## src/rtl/sfx_sequencer_if.sv

```systemverilog
// Bus between the sound-effect sequencer, its game-event requesters,
// the note ROM and the tone generator.
interface sfx_sequencer_if #(
   parameter int unsigned NUM_REQ = 4,
   parameter int unsigned STEP_W  = 3
);
   localparam int unsigned ID_W   = (NUM_REQ > 1) ? $clog2(NUM_REQ) : 1;
   localparam int unsigned ADDR_W = ID_W + STEP_W;

   logic [NUM_REQ-1:0] req;
   logic [ADDR_W-1:0]  rom_addr;
   logic [14:0]        rom_data;
   logic [4:0]         note_idx;
   logic               tone_en;
   logic               busy;
   logic [ID_W-1:0]    active_id;
   logic               done;

   // Sequencer side
   modport master (
      input  req, rom_data,
      output rom_addr, note_idx, tone_en, busy, active_id, done
   );

   // Requesters, ROM and tone generator side
   modport slave (
      output req, rom_data,
      input  rom_addr, note_idx, tone_en, busy, active_id, done
   );
endinterface

```

## src/rtl/sfx_sequencer.sv

```systemverilog
// Sound-effect sequencer: latches effect requests, grants by fixed priority
// (id 0 highest, with preemption) and steps the granted effect's note list
// out of a sync ROM, holding each note for max(dur,1) ms ticks.
module sfx_sequencer #(
   parameter int unsigned NUM_REQ  = 4,
   parameter int unsigned CLK_FREQ = 100000000,
   parameter int unsigned TICK_HZ  = 1000,
   parameter int unsigned STEP_W   = 3
) (
   input logic             clk,
   input logic             reset,
   sfx_sequencer_if.master bus
);
   localparam int unsigned ID_W      = (NUM_REQ > 1) ? $clog2(NUM_REQ) : 1;
   localparam int unsigned ADDR_W    = ID_W + STEP_W;
   localparam int unsigned TICK_CYC  = CLK_FREQ / TICK_HZ;
   localparam int unsigned PRE_W     = $clog2(TICK_CYC);
   localparam int unsigned NUM_STEPS = 2 ** STEP_W;

   localparam logic [PRE_W-1:0]  PRE_LAST  = PRE_W'(TICK_CYC - 1);
   localparam logic [STEP_W-1:0] STEP_LAST = STEP_W'(NUM_STEPS - 1);

   localparam logic [1:0] IDLE  = 2'd0;
   localparam logic [1:0] FETCH = 2'd1;
   localparam logic [1:0] LOAD  = 2'd2;
   localparam logic [1:0] PLAY  = 2'd3;

   logic [1:0]         state,     stateNxt;
   logic [NUM_REQ-1:0] pending,   pendingNxt;
   logic [ADDR_W-1:0]  romAddr,   romAddrNxt;
   logic [4:0]         noteIdx,   noteIdxNxt;
   logic               toneEn,    toneEnNxt;
   logic               busy,      busyNxt;
   logic [ID_W-1:0]    activeId,  activeIdNxt;
   logic               done,      doneNxt;
   logic [STEP_W-1:0]  step,      stepNxt;
   logic [PRE_W-1:0]   prescaler, prescalerNxt;
   logic [7:0]         tickCnt,   tickCntNxt;
   logic               entryLast, entryLastNxt;

   logic               grantValid;
   logic [ID_W-1:0]    grantId;
   logic               startGrant;
   logic [NUM_REQ-1:0] grantMask;

   // Lowest-index pending request wins
   always_comb begin
      grantValid = 1'b0;
      grantId    = '0;
      for (int i = int'(NUM_REQ) - 1; i >= 0; i--) begin
         if (pending[i]) begin
            grantValid = 1'b1;
            grantId    = ID_W'(i);
         end
      end
   end

   // Next-state and next-output logic
   always_comb begin
      stateNxt     = state;
      romAddrNxt   = romAddr;
      noteIdxNxt   = noteIdx;
      toneEnNxt    = toneEn;
      activeIdNxt  = activeId;
      doneNxt      = 1'b0;
      stepNxt      = step;
      prescalerNxt = prescaler;
      tickCntNxt   = tickCnt;
      entryLastNxt = entryLast;
      grantMask    = '0;

      // A new grant starts from IDLE or preempts a lower-priority effect
      startGrant = grantValid && ((state == IDLE) || (grantId < activeId));

      if (startGrant) begin
         grantMask   = NUM_REQ'(1) << grantId;
         activeIdNxt = grantId;
         stepNxt     = '0;
         romAddrNxt  = {grantId, STEP_W'(0)};
         stateNxt    = FETCH;
      end else begin
         case (state)
            FETCH: stateNxt = LOAD;
            LOAD: begin
               noteIdxNxt   = bus.rom_data[12:8];
               toneEnNxt    = ~bus.rom_data[13];
               entryLastNxt = bus.rom_data[14];
               prescalerNxt = '0;
               tickCntNxt   = (bus.rom_data[7:0] == 8'd0) ? 8'd1 : bus.rom_data[7:0];
               stateNxt     = PLAY;
            end
            PLAY: begin
               if (prescaler == PRE_LAST) begin
                  prescalerNxt = '0;
                  if (tickCnt == 8'd1) begin
                     if (entryLast || (step == STEP_LAST)) begin
                        toneEnNxt = 1'b0;
                        doneNxt   = 1'b1;
                        stateNxt  = IDLE;
                     end else begin
                        stepNxt    = step + STEP_W'(1);
                        romAddrNxt = {activeId, step + STEP_W'(1)};
                        stateNxt   = FETCH;
                     end
                  end else begin
                     tickCntNxt = tickCnt - 8'd1;
                  end
               end else begin
                  prescalerNxt = prescaler + PRE_W'(1);
               end
            end
            default: stateNxt = state;
         endcase
      end

      pendingNxt = (pending | bus.req) & ~grantMask;
      busyNxt    = (stateNxt != IDLE);
   end

   // State and output registers
   always_ff @(posedge clk) begin
      if (reset) begin
         state     <= IDLE;
         pending   <= '0;
         romAddr   <= '0;
         noteIdx   <= '0;
         toneEn    <= 1'b0;
         busy      <= 1'b0;
         activeId  <= '0;
         done      <= 1'b0;
         step      <= '0;
         prescaler <= '0;
         tickCnt   <= '0;
         entryLast <= 1'b0;
      end else begin
         state     <= stateNxt;
         pending   <= pendingNxt;
         romAddr   <= romAddrNxt;
         noteIdx   <= noteIdxNxt;
         toneEn    <= toneEnNxt;
         busy      <= busyNxt;
         activeId  <= activeIdNxt;
         done      <= doneNxt;
         step      <= stepNxt;
         prescaler <= prescalerNxt;
         tickCnt   <= tickCntNxt;
         entryLast <= entryLastNxt;
      end
   end

   assign bus.rom_addr  = romAddr;
   assign bus.note_idx  = noteIdx;
   assign bus.tone_en   = toneEn;
   assign bus.busy      = busy;
   assign bus.active_id = activeId;
   assign bus.done      = done;
endmodule

```

## src/flat_wrapper.sv

```systemverilog
// flat-port wrapper written by rule: the top's interface ports become plain ports
module sfx_sequencer_flat 
#(
   parameter int unsigned NUM_REQ  = 4,
   parameter int unsigned CLK_FREQ = 100000000,
   parameter int unsigned TICK_HZ  = 1000,
   parameter int unsigned STEP_W   = 3
)
  (clk, reset, bus_req, bus_rom_data, bus_rom_addr, bus_note_idx, bus_tone_en, bus_busy, bus_active_id, bus_done);
  sfx_sequencer_if #(.NUM_REQ(NUM_REQ), .STEP_W(STEP_W)) bus_i ();
  input logic clk;
  input logic reset;
  input wire logic [$bits(bus_i.req)-1:0] bus_req;
  input wire logic [$bits(bus_i.rom_data)-1:0] bus_rom_data;
  output wire logic [$bits(bus_i.rom_addr)-1:0] bus_rom_addr;
  output wire logic [$bits(bus_i.note_idx)-1:0] bus_note_idx;
  output wire logic [$bits(bus_i.tone_en)-1:0] bus_tone_en;
  output wire logic [$bits(bus_i.busy)-1:0] bus_busy;
  output wire logic [$bits(bus_i.active_id)-1:0] bus_active_id;
  output wire logic [$bits(bus_i.done)-1:0] bus_done;
  assign bus_i.req = bus_req;
  assign bus_i.rom_data = bus_rom_data;
  assign bus_rom_addr = bus_i.rom_addr;
  assign bus_note_idx = bus_i.note_idx;
  assign bus_tone_en = bus_i.tone_en;
  assign bus_busy = bus_i.busy;
  assign bus_active_id = bus_i.active_id;
  assign bus_done = bus_i.done;
  sfx_sequencer #(.NUM_REQ(NUM_REQ), .CLK_FREQ(CLK_FREQ), .TICK_HZ(TICK_HZ), .STEP_W(STEP_W)) u_core (.clk(clk), .reset(reset), .bus(bus_i));
endmodule
```

## config.mk

```make
export PLATFORM = sky130hd
export DESIGN_NAME = sfx_sequencer_flat
export DESIGN_NICKNAME = d
export VERILOG_FILES = /design/src/rtl/sfx_sequencer_if.sv /design/src/rtl/sfx_sequencer.sv /design/src/flat_wrapper.sv
export SDC_FILE = /design/constraint.sdc
export NUM_CORES = 1
export LEC_CHECK = 0
export CAP_MARGIN = 10
export CORE_MARGIN = 2
export CORE_UTILIZATION = 45
export DETAILED_ROUTE_END_ITERATION = 10
export MAX_ROUTING_LAYER = met4
export PLACE_DENSITY_LB_ADDON = 0.05
export SETUP_SLACK_MARGIN = 0.2
export SKIP_LAST_GASP = 1
export SLEW_MARGIN = 5
export SYNTH_ARGS = -nofsm -noshare
export SYNTH_HDL_FRONTEND = slang
export SYNTH_SLANG_ARGS = --single-unit
export TNS_END_PERCENT = 5
```

## constraint.sdc

```tcl
create_clock -name clk -period 3.2 [get_ports clk]
set_input_delay 0.64 -clock clk [delete_from_list [all_inputs] [get_ports clk]]
set_output_delay 0.64 -clock clk [all_outputs]
set_load 0.1 [all_outputs]
```

==> metrics.csv <==
stage,metric,value,unit
floorplan,row_count,27,
hold_path,min_to,u_core.bus.tone_en,
setup_path,path_buf_inv,1,
synth,synth_area_leader_cell,dfxtp_1,
synth,synth_area,0.00257,sq mm
power,power_frac_clock,0.224,
cts,cts_sinks,47,
setup_path,r2r_start,u_core.pending[2],
synth,ys_seq_area_frac,0.366,
cts,numCtsBuffers,5,
timing,tightest_slew,779,ps
synth,synth_area_per_cell,8.51,sq um
synth,synth_cell_types,58,
setup_path,crit_family,simple AND/OR/NAND/NOR gates,
cts,htreeDepth,2,
floorplan,core,0.00551,sq mm
synth,async_reset_ff_frac,0,
setup_path,cp_data_arrival_time,2860,ps
drt,drt_iter0_markers,135,
timing,timing.final.crit_share,0.818,
floorplan,initial_core_util,0.467,
floorplan,dieArea,0.00633,sq mm
power,p_comb_frac,0.375,
timing,rsz0062_at_grt,no,
cts,clk_pin_slew_worst_paths,90,ps
final_layout,design_area,0.00303,sq mm
setup_path,worstSetupPathType,register to register,
power,intPower,998,uW
timing,setup_viol,0,
cts,post_cts_buffers,0,
setup_path,cp-start-kind,register,
hold_path,hp-class,register to register,
drt,dr_total_vias,2359,
global_routing,grt_start_max_net_pins,26,
cts,clockBufferDepth,2,
final_layout,layout.nets,362,
hold_path,hold_depth,2,
global_routing,grt_pass1_wl,10500,microns
synth,synthesis.nets,329,
setup_path,r2r_setup_slack,580,ps
power,p_total,1.74,mW
run,cap_viol_max_count,0,
timing,finalHoldViolCount,0,
setup_path,path_max_fanout,16,
setup_path,reg2regPathDepth,9,
setup_path,slowest_delay,510,ps
final_layout,n_fill_cell,534,
setup_path,end_kind,register,
power,sw_frac_of_total,0.426,
setup_path,crit_chain,nor2_1 > nor3_1 > ha_1 > a21boi_1 > o21a_1 > o21ai_2 > buf_4 > or4_1 > a21oi_1,
drt,ant_nets,0,
setup_path,cp_slowest_cell,or4_1,
placed_design,place_area,0.00293,sq mm
power,p_seq_frac,0.401,
power,ir_drop,0.434,mV
placed_design,hpwl,4460,microns
drt,wl_per_cell,15.0,microns
timing,fin_skew,8.79,ps
synth,synth_common_cells,"dfxtp_1 (47), nand2_1 (28), a21oi_1 (24)",
drt,drc,0,
timing,relSlewSlack,0.477,
synth,ys_warn_count,0,
final_layout,drive_above_1_share,0.161,
hold_path,min_from,u_core.bus.tone_en,
cts,hold_buffers,0,
synth,ys_ff_latch,47,
placed_design,dp_worst_setup_slack,628,ps
setup_path,worstPathRequired,3440,ps
floorplan,die_y,79.6,microns
cts,post_cts_resized,0,
global_routing,antenna_found_initial,0,
final_layout,area_growth,17.9,%
power,cellPowerDensity,574,mW/mm^2
synth,synth_top_area_frac,0.366,
global_routing,overflow,0,
timing,period_minus_slack,2620,ps
timing,fmaxAchievable,382,MHz
global_routing,grt_pass1_vias,2254,
synth,synth_flop_cell,dfxtp_1,
drt,wl,6130,microns
floorplan,die_w,79.6,microns
synth,synth_edf_count,0,
final_layout,diodes,0,
status,status,completed,
global_routing,grt_usage,0.212,
cts,cts_tree,done,
drt,viasPerCell,5.78,
placed_design,io_buffers,35,
synth,synthCells,302,
power,p_sw,740,uW
timing,setup_ws,582,ps
cts,root_buffer,clkbuf_8,
setup_path,r2r_end,u_core.prescaler[15],
synth,yosysMostFrequentCell,dfxtp_1,
synth,synth_area_leaders,"dfxtp_1 (37%), a21oi_1 (4.7%), nand2_1 (4.1%)",
timing,maxSlewViolCount,0,
timing,finalSetupTns,0,ps
floorplan,io_pins,36,
drt,dr.pass1.iters,4,
placed_design,gp_congestion,0.834,
power,leakagePower,0.998,nW
cts,clock_latency,310,ps
[worst max path at each step]
stage | from | end | slack, ps | cells after the start
4_1_cts | u_core.pending[2] | u_core.prescaler[15] | 590 | 9
5_1_grt | u_core.pending[2] | u_core.prescaler[15] | 350 | 9
6_report | u_core.pending[2] | u_core.prescaler[15] | 580 | 9
3_3_place_gp | u_core.pending[2] | u_core.prescaler[15] | 750 | 9
2_1_floorplan | u_core.bus.active_id[1] | u_core.prescaler[16] | 490 | 8
3_5_place_dp | u_core.pending[2] | u_core.prescaler[15] | 630 | 9
[state kept, by name, indices dropped and copies added (netlist names)]
name	flops
u_core.bus.tone_en	1
u_core.pending	4
u_core.bus.active_id	2
u_core.tickCnt	8
u_core.prescaler	17
u_core.state	2
u_core.bus.rom_addr	5
u_core.entryLast	1
u_core.bus.busy	1
u_core.bus.note_idx	5
u_core.bus.done	1
[layer usage]
metal | global-route usage | wire [microns] | vias up | share of wire
met3 | 0.0385 | 268 | 5 | 0.044
li1 | - | - | 1203 | -
met5 | - | 0 | - | 0
met1 | 0.285 | 2990 | 1098 | 0.49
met4 | 0.0603 | 70 | 0 | 0.011
met2 | 0.329 | 2800 | 53 | 0.46
[per-stage QoR]
step | instances | hold WS (ps) | utilization
6_report | 408 | 470 | 0.551
3_5_place_dp | 400 | 461 | 0.533
4_1_cts | 408 | 474 | 0.551
2_1_floorplan | 302 | 452 | -
3_3_place_gp | 400 | 460 | 0.533
5_1_grt | 408 | 498 | 0.551
[area by class of cell]
| class | count | area, sq um | area share |
|---|---|---|---|
| multi-input combinational | 234 | 1530 | 0.504 |
| clock inverter | 2 | 16.3 | 0.00537 |
| inverter | 8 | 30.0 | 0.00991 |
| tap | 72 | 90.1 | 0.0297 |
| timing repair buffer | 39 | 343 | 0.113 |
| clock buffer | 6 | 82.6 | 0.0272 |
| sequential | 47 | 941 | 0.310 |
[worst register-to-register path: cells and delay by family, from the launching register on]
| family | cells | cell delay, ps |
|---|---|---|
| buffers and inverters | 1 | 250 |
| flip-flops | 1 | 400 |
| AO/OA/AOI/OAI | 4 | 830 |
| adder cells (fa/ha/maj) | 1 | 210 |
| AND/OR/NAND/NOR | 3 | 860 |
[power groups by stage]
stage	registers (mW)	logic (mW)	clock network [mW]
2_1_floorplan	0.878	0.329	0
3_3_place_gp	0.712	0.650	0
3_5_place_dp	0.712	0.649	0
4_1_cts	0.698	0.652	0.398
5_1_grt	0.707	0.710	0.416
6_report	0.698	0.651	0.389
[cell families (layout without fill, tap and decap cells)]
| family | count (synthesis) | count (layout) | share of synthesized area |
|---|---|---|---|
| muxes | 4 | 4 | 0.0161 |
| DFF | 47 | 47 | 0.366 |
| AOI/OAI and AO/OA | 92 | 92 | 0.238 |
| adders and majority gates | 6 | 6 | 0.0292 |
| and+or+nand+nor | 125 | 125 | 0.287 |
| buffers and inverters | 21 | 55 | 0.0394 |
| xor gates and xnor gates | 7 | 7 | 0.0238 |
[cells in the final DEF (no fill, tap or decap), drive strengths merged, types with 3 or more instances in the layout]
| cell type | n |
|---|---|
| a211oi | 4 |
| a21oi | 29 |
| and3 | 5 |
| and4 | 3 |
| buf | 19 |
| clkbuf | 6 |
| clkdlybuf4s50 | 20 |
| dfxtp | 47 |
| ha | 6 |
| inv | 8 |
| mux2i | 3 |
| nand2 | 28 |
| nand2b | 3 |
| nand3 | 8 |
| nand4 | 7 |
| nor2 | 28 |
| nor2b | 3 |
| nor3 | 8 |
| nor3b | 3 |
| nor4 | 7 |
| o211ai | 4 |
| o21ai | 23 |
| o311ai | 4 |
| o31ai | 12 |
| or3 | 4 |
| or4 | 7 |
| xnor2 | 5 |
Power figures use the tool's default switching activity.
